### config.mk
export PLATFORM = sky130hd
export DESIGN_NAME = ex_lsu
export DESIGN_NICKNAME = d
export VERILOG_FILES = /design/src/rtl/ex_lsu.sv
export SDC_FILE = /design/constraint.sdc
export NUM_CORES = 1
export LEC_CHECK = 0
export ABC_AREA = 1
export CORE_AREA = 8 8 206 208
export DETAILED_ROUTE_END_ITERATION = 16
export DIE_AREA = 0 0 214 216
export HOLD_SLACK_MARGIN = 0.1
export PLACE_DENSITY_LB_ADDON = 0.3
export SLEW_MARGIN = 15
export SYNTH_ARGS = -nofsm -noshare
export SYNTH_HDL_FRONTEND = slang
export SYNTH_SLANG_ARGS = --single-unit
export TNS_END_PERCENT = 30
### constraint.sdc
create_clock -name clk -period 18.9 [get_ports clk]
set_input_delay 3.78 -clock clk [delete_from_list [all_inputs] [get_ports clk]]
set_output_delay 3.78 -clock clk [all_outputs]
set_load 0.1 [all_outputs]
### src/rtl/ex_lsu.sv
// ex_lsu: load/store execution unit. Accepts one memory instruction at a
// time, computes the effective address, runs a single-port bus access with
// byte strobes and lane-aligned data, and returns extended load data or a
// one-cycle exception pulse.
//
// state  | meaning
// IDLE   | ready for a new instruction
// READ   | load request on the bus, waiting for mem_rready
// WRITE  | store request on the bus, waiting for mem_wready
// RESP   | one cycle carrying the wb_valid or exc_valid pulse
module ex_lsu #(
    parameter int XLEN        = 32,
    parameter int TIMEOUT_CYC = 255
) (
    input  logic              clk,
    input  logic              rst,
    input  logic              req_valid,
    output logic              req_ready,
    input  logic              req_store,
    input  logic [2:0]        req_funct3,
    input  logic [4:0]        req_rd,
    input  logic [XLEN-1:0]   req_rs1,
    input  logic [XLEN-1:0]   req_rs2,
    input  logic [11:0]       req_imm,
    output logic              mem_rd_en,
    output logic              mem_wr_en,
    output logic [XLEN-1:0]   mem_addr,
    output logic [XLEN/8-1:0] mem_wstrb,
    output logic [XLEN-1:0]   mem_wdata,
    input  logic [XLEN-1:0]   mem_rdata,
    input  logic              mem_rready,
    input  logic              mem_wready,
    output logic              wb_valid,
    output logic [4:0]        wb_rd,
    output logic [XLEN-1:0]   wb_data,
    output logic              wb_pending,
    output logic              exc_valid,
    output logic [1:0]        exc_cause,
    output logic [XLEN-1:0]   exc_addr
);
    localparam int NB = XLEN / 8;
    localparam int OW = $clog2(NB);
    localparam int CW = (TIMEOUT_CYC < 2) ? 1 : $clog2(TIMEOUT_CYC + 1);
    // Expiry is flagged on the edge where the counter already holds
    // TIMEOUT_CYC-1, so the enable stays high for exactly TIMEOUT_CYC cycles.
    localparam logic [CW-1:0] CNT_LAST = CW'(TIMEOUT_CYC - 1);

    localparam logic [1:0] S_IDLE  = 2'd0;
    localparam logic [1:0] S_READ  = 2'd1;
    localparam logic [1:0] S_WRITE = 2'd2;
    localparam logic [1:0] S_RESP  = 2'd3;

    logic [1:0]      state;
    logic [4:0]      rd_q;
    logic [2:0]      f3_q;
    logic [XLEN-1:0] ea_q;
    logic [CW-1:0]   cnt;

    logic [XLEN-1:0] ea;
    logic [OW-1:0]   off;
    logic            illegal;
    logic            misaligned;
    logic [7:0]      mask8;
    logic [NB-1:0]   strb;
    logic [XLEN-1:0] wdata_sh;
    logic [XLEN-1:0] rdata_sh;
    logic [XLEN-1:0] ld_data;
    logic            timeout_hit;

    // Request decode: effective address, legality, lane strobes and data.
    always_comb begin
        ea         = req_rs1 + XLEN'($signed(req_imm));
        off        = ea[OW-1:0];
        illegal    = (req_funct3 == 3'b111)
                   | ((XLEN == 32) & ((req_funct3 == 3'b011) | (req_funct3 == 3'b110)))
                   | (req_store & req_funct3[2]);
        misaligned = 1'b0;
        mask8      = 8'h01;
        case (req_funct3[1:0])
            2'b01: begin misaligned = ea[0];      mask8 = 8'h03; end
            2'b10: begin misaligned = |ea[1:0];   mask8 = 8'h0F; end
            2'b11: begin misaligned = |ea[2:0];   mask8 = 8'hFF; end
            default: begin misaligned = 1'b0;     mask8 = 8'h01; end
        endcase
        strb     = NB'(mask8) << off;
        wdata_sh = req_rs2 << {off, 3'b000};
    end

    // Load data alignment and sign/zero extension from the registered offset.
    always_comb begin
        rdata_sh = mem_rdata >> {ea_q[OW-1:0], 3'b000};
        ld_data  = rdata_sh;
        case (f3_q[1:0])
            2'b00: begin
                if (f3_q[2]) ld_data = XLEN'(rdata_sh[7:0]);
                else         ld_data = XLEN'($signed(rdata_sh[7:0]));
            end
            2'b01: begin
                if (f3_q[2]) ld_data = XLEN'(rdata_sh[15:0]);
                else         ld_data = XLEN'($signed(rdata_sh[15:0]));
            end
            2'b10: begin
                if (f3_q[2]) ld_data = XLEN'(rdata_sh[31:0]);
                else         ld_data = XLEN'($signed(rdata_sh[31:0]));
            end
            default: ld_data = rdata_sh;
        endcase
    end

    assign timeout_hit = (TIMEOUT_CYC != 0) && (cnt == CNT_LAST);
    assign req_ready   = (state == S_IDLE);
    assign wb_pending  = (state == S_READ)
                       | ((state == S_IDLE) & req_valid & ~req_store)
                       | ((state == S_RESP) & wb_valid);

    // Main sequencer: accept, bus wait with timeout, one-cycle response.
    always_ff @(posedge clk or posedge rst) begin
        if (rst) begin
            state     <= S_IDLE;
            rd_q      <= '0;
            f3_q      <= '0;
            ea_q      <= '0;
            cnt       <= '0;
            mem_rd_en <= 1'b0;
            mem_wr_en <= 1'b0;
            mem_addr  <= '0;
            mem_wstrb <= '0;
            mem_wdata <= '0;
            wb_valid  <= 1'b0;
            wb_rd     <= '0;
            wb_data   <= '0;
            exc_valid <= 1'b0;
            exc_cause <= '0;
            exc_addr  <= '0;
        end else begin
            wb_valid  <= 1'b0;
            exc_valid <= 1'b0;
            case (state)
                S_IDLE: begin
                    if (req_valid) begin
                        rd_q <= req_rd;
                        f3_q <= req_funct3;
                        ea_q <= ea;
                        cnt  <= '0;
                        if (illegal) begin
                            exc_valid <= 1'b1;
                            exc_cause <= 2'd3;
                            exc_addr  <= ea;
                            state     <= S_RESP;
                        end else if (misaligned) begin
                            exc_valid <= 1'b1;
                            exc_cause <= {1'b0, req_store};
                            exc_addr  <= ea;
                            state     <= S_RESP;
                        end else begin
                            mem_addr  <= {ea[XLEN-1:OW], {OW{1'b0}}};
                            mem_wstrb <= strb;
                            if (req_store) begin
                                mem_wr_en <= 1'b1;
                                mem_wdata <= wdata_sh;
                                state     <= S_WRITE;
                            end else begin
                                mem_rd_en <= 1'b1;
                                state     <= S_READ;
                            end
                        end
                    end
                end
                S_READ: begin
                    if (mem_rready) begin
                        mem_rd_en <= 1'b0;
                        wb_valid  <= 1'b1;
                        wb_data   <= ld_data;
                        wb_rd     <= rd_q;
                        state     <= S_RESP;
                    end else if (timeout_hit) begin
                        mem_rd_en <= 1'b0;
                        exc_valid <= 1'b1;
                        exc_cause <= 2'd2;
                        exc_addr  <= ea_q;
                        state     <= S_RESP;
                    end else begin
                        cnt <= cnt + CW'(1);
                    end
                end
                S_WRITE: begin
                    if (mem_wready) begin
                        mem_wr_en <= 1'b0;
                        state     <= S_RESP;
                    end else if (timeout_hit) begin
                        mem_wr_en <= 1'b0;
                        exc_valid <= 1'b1;
                        exc_cause <= 2'd2;
                        exc_addr  <= ea_q;
                        state     <= S_RESP;
                    end else begin
                        cnt <= cnt + CW'(1);
                    end
                end
                default: state <= S_IDLE;
            endcase
        end
    end
endmodule

* Word level (Yosys, flattened, before mapping) *
Index checks and enable logic that the tools add are counted.

cells by class
  reduce and logical (&&, ||, !) cells = 15
  shift-type cells = 3
  equality and inequality tests = 21
  add/sub/neg operators = 2
  mux-type cells = 54
  bitwise gates (word level) = 12

operators with widths
  kind                 number
  $mux 32              8
  $pmux 32 s3          1
  $pmux 32 s2          1
  $add 32x32->32       1
  $mux 8               4
  $shl 32x5->32        1
  $shr 32x5->32        1
  $mux 2               13
  $pmux 8 s3           1
  $mux 1               19
  $ne 2x2->1 const B   6
  $pmux 2 s3           2
  $pmux 4 s3           1
  $reduce_and 6->1     2
  $reduce_and 5->1     2
  $add 8x1->8 const B  1
  $eq 2x2->1 const B   4
  $eq 8x8->1 const B   1
  $reduce_and 4->1     2
  $eq 2x1->1 const B   3
  $eq 3x3->1 const B   2
  $ne 3x3->1 const B   2
  $pmux 1 s3           2
  $or 1x1->1           5
  13 further kinds     22

storage, ports and cells
  flip-flop bits (word level) = 191
  word-level logic and storage cells = 123
  output and inout bits = 145
  input bits = 122

* Logic depth before layout (Yosys ltp) *
  depth in word-level cells = 7
  depth in mapped cells = 14
  mapped depth without buffers = 14

* Worst setup path before layout *
Ideal clock, no wire load.

  kind = in2out
  start = input req_valid
  end = output wb_pending
  path buffers = 1
  stages on the path = 3
  path slack = 8741 ps
  required time = 15120 ps
  arrival time = 6379 ps
  cell sequence = nand2_1 -> clkbuf_1 -> o21ai_0

on the way
  longest elaborated chain between the ends = 4

ends and longest elaborated chain
  element                   RTL line  text
  from (decl)               17        input logic req_valid,
  $and 1x1->1 (2 in a row)  113       | ((state == S_IDLE) & req_valid & ~req_store)
  $or 1x1->1                113
  $or 1x1->1                114       | ((state == S_RESP) & wb_valid);
  to (decl)                 36        output logic wb_pending,

Every way passes these cells.

* Worst setup path in the final report *
Same ends and word-level chain as after synthesis.

==> key figures <==
Setup path
  • WP data required: 15.12 ns
  • R2r setup slk: 15.38 ns
  • R2R Path Start: state[1]$_DFFE_PP0N_
  • CP Capture Type: output port
  • CP Max Fanout: 45
  • Critical Path Source Type: input port
  • Worst-case reg-to-reg path depth: 13
  • CP arrival: 6.05 ns
  • Kind of critical path: input port to output port
  • Critical R2R Capture: exc_addr[17]$_DFFE_PP0P_
  • CP Launch Point: req_valid

Detailed routing
  • Wire length on met1: 17600 microns
  • Met2 wire length: 19400 microns
  • Drt total wl: 39900 microns
  • DR top layer: met4
  • Via count: 11400
  • DRT Pass-1 Iters: 5
  • # DRC: 0
  • WL/cell: 16.4 microns
  • Via density per instance: 4.67
  • ANT nets after route: 0
  • DR iter-0 viols: 746
  • Met3 WL: 2200 microns

Clock network
  • Root buffer cell: clkbuf_16
  • CTS tree: yes
  • Worst-path clk slew: 0.08 ns
  • CTS buffer count: 17
  • Worst-skew pair later-pin latency: 0.46 ns
  • Htree depth: 4
  • Clock Tree Buf Depth: 2
  • Cts repair resizes: 0
  • Clock Sink Count: 191
  • Postcts setup bufs: 0
  • Hold buffer count at CTS: 0

Placed design
  • Place WS: 9.04 ns
  • Hpwl dp: 30200 microns
  • Placed Instance Area: 14600 sq um
  • GPL Wtd Cong: 0.891
  • Port Buf Inserts: 264

Synth
  • Yosys cell types: 44
  • Asr flop ratio synth: 1.00
  • Synth top area cells: dfrtp_1 (41%), nand2_1 (22%), inv_1 (6.3%)
  • Post-Synthesis Cell Area: 11600 sq um
  • Synth top cells by count: nand2_1 (669), inv_1 (194), dfrtp_1 (191)
  • Ys Warns: 0
  • Leading area contributor after synthesis: dfrtp_1
  • Sequential-to-total area share from yosys stat: 0.412
  • Ys flop type: dfrtp_1
  • Post-synth top area share: 0.412
  • Post-synth EDFFs: 0
  • Count leader, synth: nand2_1
  • Avg Inst Size Synth: 6.93 sq um
  • Syn Inst Count: 1673
  • Flops & latches, synth: 191

Timing
  • Worst slew pin tran: 1.07 ns
  • F_max: 102 MHz
  • Setup Total Neg Slack: 0 ns
  • Final setup vio count: 0
  • Fin crit period: 9.83 ns
  • RSZ-0062 raised after global routing: false
  • Fin. max-slew vios: 0
  • Final period util: 0.520
  • Max Clock Skew: 0.0168 ns
  • Worst setup margin: 9.07 ns
  • Fin. Hold Viols: 0
  • Max_slew headroom: 0.287

Finish
  • Area grow syn2layout: 31.2%
  • Diode count: 0
  • Fill count: 4084
  • Final std cell area, no fill: 15200 sq um
  • Layout cells sized above 1: 0.0408
  • Final nets: 2060

Global routing
  • Initial antenna violation count: 0
  • First-pass GRT wire length: 63300 microns
  • Tot GR Track Use: 0.172
  • GR Overflow Total: 0
  • Vias in the first global route: 11300
  • Largest net degree at the start of global routing: 120

Floorplanning
  • Std-Cell Rows: 73
  • Die Wd: 214 microns
  • Io pins: 267
  • Die area: 46200 sq um
  • Chip height: 216 microns
  • Initial Utilization: 0.296
  • Core footprint: 39200 sq um

Worst hold path
  • Hold Crit Class: flop to flop
  • Worst Hold Endpoint: mem_wdata[10]$_DFFE_PP0P_
  • Worst hold stages: 2
  • Worst min-delay path startpoint: mem_wdata[10]$_DFFE_PP0P_

Outcome
  • Status: finished, final reports clean

Run
  • # Max-Cap Violations: 0
-- state kept, by name (all words and copies together), names as in the netlist --
| signal | cells |
|---|---|
| exc_cause | 2 |
| mem_wr_en | 1 |
| wb_valid | 1 |
| rd_q | 5 |
| mem_wstrb | 4 |
| cnt | 8 |
| f3_q | 3 |
| mem_wdata | 32 |
| exc_valid | 1 |
| state | 2 |
| ea_q | 32 |
| wb_data | 32 |
| wb_rd | 5 |
| mem_rd_en | 1 |
| exc_addr | 32 |
| mem_addr | 30 |
-- how the worst max path moves through the flow --
stage            endpoint  depth (start not counted)
2_1_floorplan  wb_pending                          3
3_3_place_gp   wb_pending                          5
3_5_place_dp   wb_pending                          5
4_1_cts        wb_pending                          5
5_1_grt        wb_pending                          5
6_report       wb_pending                          5
-- per-layer routing --
| layer | GRT usage | vias to the layer above |
|---|---|---|
| li1 | - | 5707 |
| met1 | 0.217 | 5298 |
| met2 | 0.290 | 337 |
| met3 | 0.0385 | 40 |
| met4 | 0.0481 | 0 |
| met5 | 0 | - |
-- layout make-up --
cell class | instances | area [sq um] | share of cell area
repair buffers | 271 | 2700 | 0.177
flip-flops and latches | 191 | 4780 | 0.314
clock buffers | 17 | 425 | 0.0280
well taps | 525 | 657 | 0.0432
multi-input cells | 1213 | 5690 | 0.374
clock inverters | 15 | 186 | 0.0123
inverters | 205 | 779 | 0.0512
-- cell families after synthesis --
group	Yosys count	share of synthesized area
simple gates	927	0.320
buf+inv	270	0.0973
compound gates	219	0.107
flops	191	0.412
fa+ha+maj	39	0.0427
xor+xnor	18	0.0136
mux	8	0.00691
other cells	1	0.000323
-- cells in the final DEF, fill, tap and decap left out, types with 8 or more instances in the layout --
| cell type | n |
|---|---|
| a21oi_1 | 58 |
| nand3_1 | 94 |
| nor3_1 | 13 |
| o21ai_1 | 25 |
| mux2i_1 | 8 |
| a31oi_1 | 8 |
| nor2_1 | 125 |
| inv_2 | 10 |
| inv_1 | 192 |
| nand2_1 | 669 |
| ha_1 | 38 |
| dfrtp_1 | 191 |
| clkbuf_16 | 17 |
| o21ai_0 | 80 |
| o22ai_1 | 11 |
| nand2_2 | 8 |
| xor2_1 | 11 |
| clkdlybuf4s50_1 | 264 |
| o211ai_1 | 15 |
-- worst max-delay path: stages --
cell,delay (ns)
clkdlybuf4s50_1,0.51
nand2_1,0.06
buf_4,0.30
o21ai_0,0.23
clkdlybuf4s50_1,1.16
-- metrics by stage --
step | utilization | hold slack (ns) | cells
floorplan | - | 0.442 | 1674
global placement | 0.373 | 0.452 | 2405
detailed placement | 0.373 | 0.458 | 2405
CTS | 0.388 | 0.478 | 2437
global route | 0.388 | 0.497 | 2437
finish | 0.388 | 0.475 | 2437
Power is not shown: default switching activity piles up to over one toggle a cycle in this logic, so the estimate is an artifact.
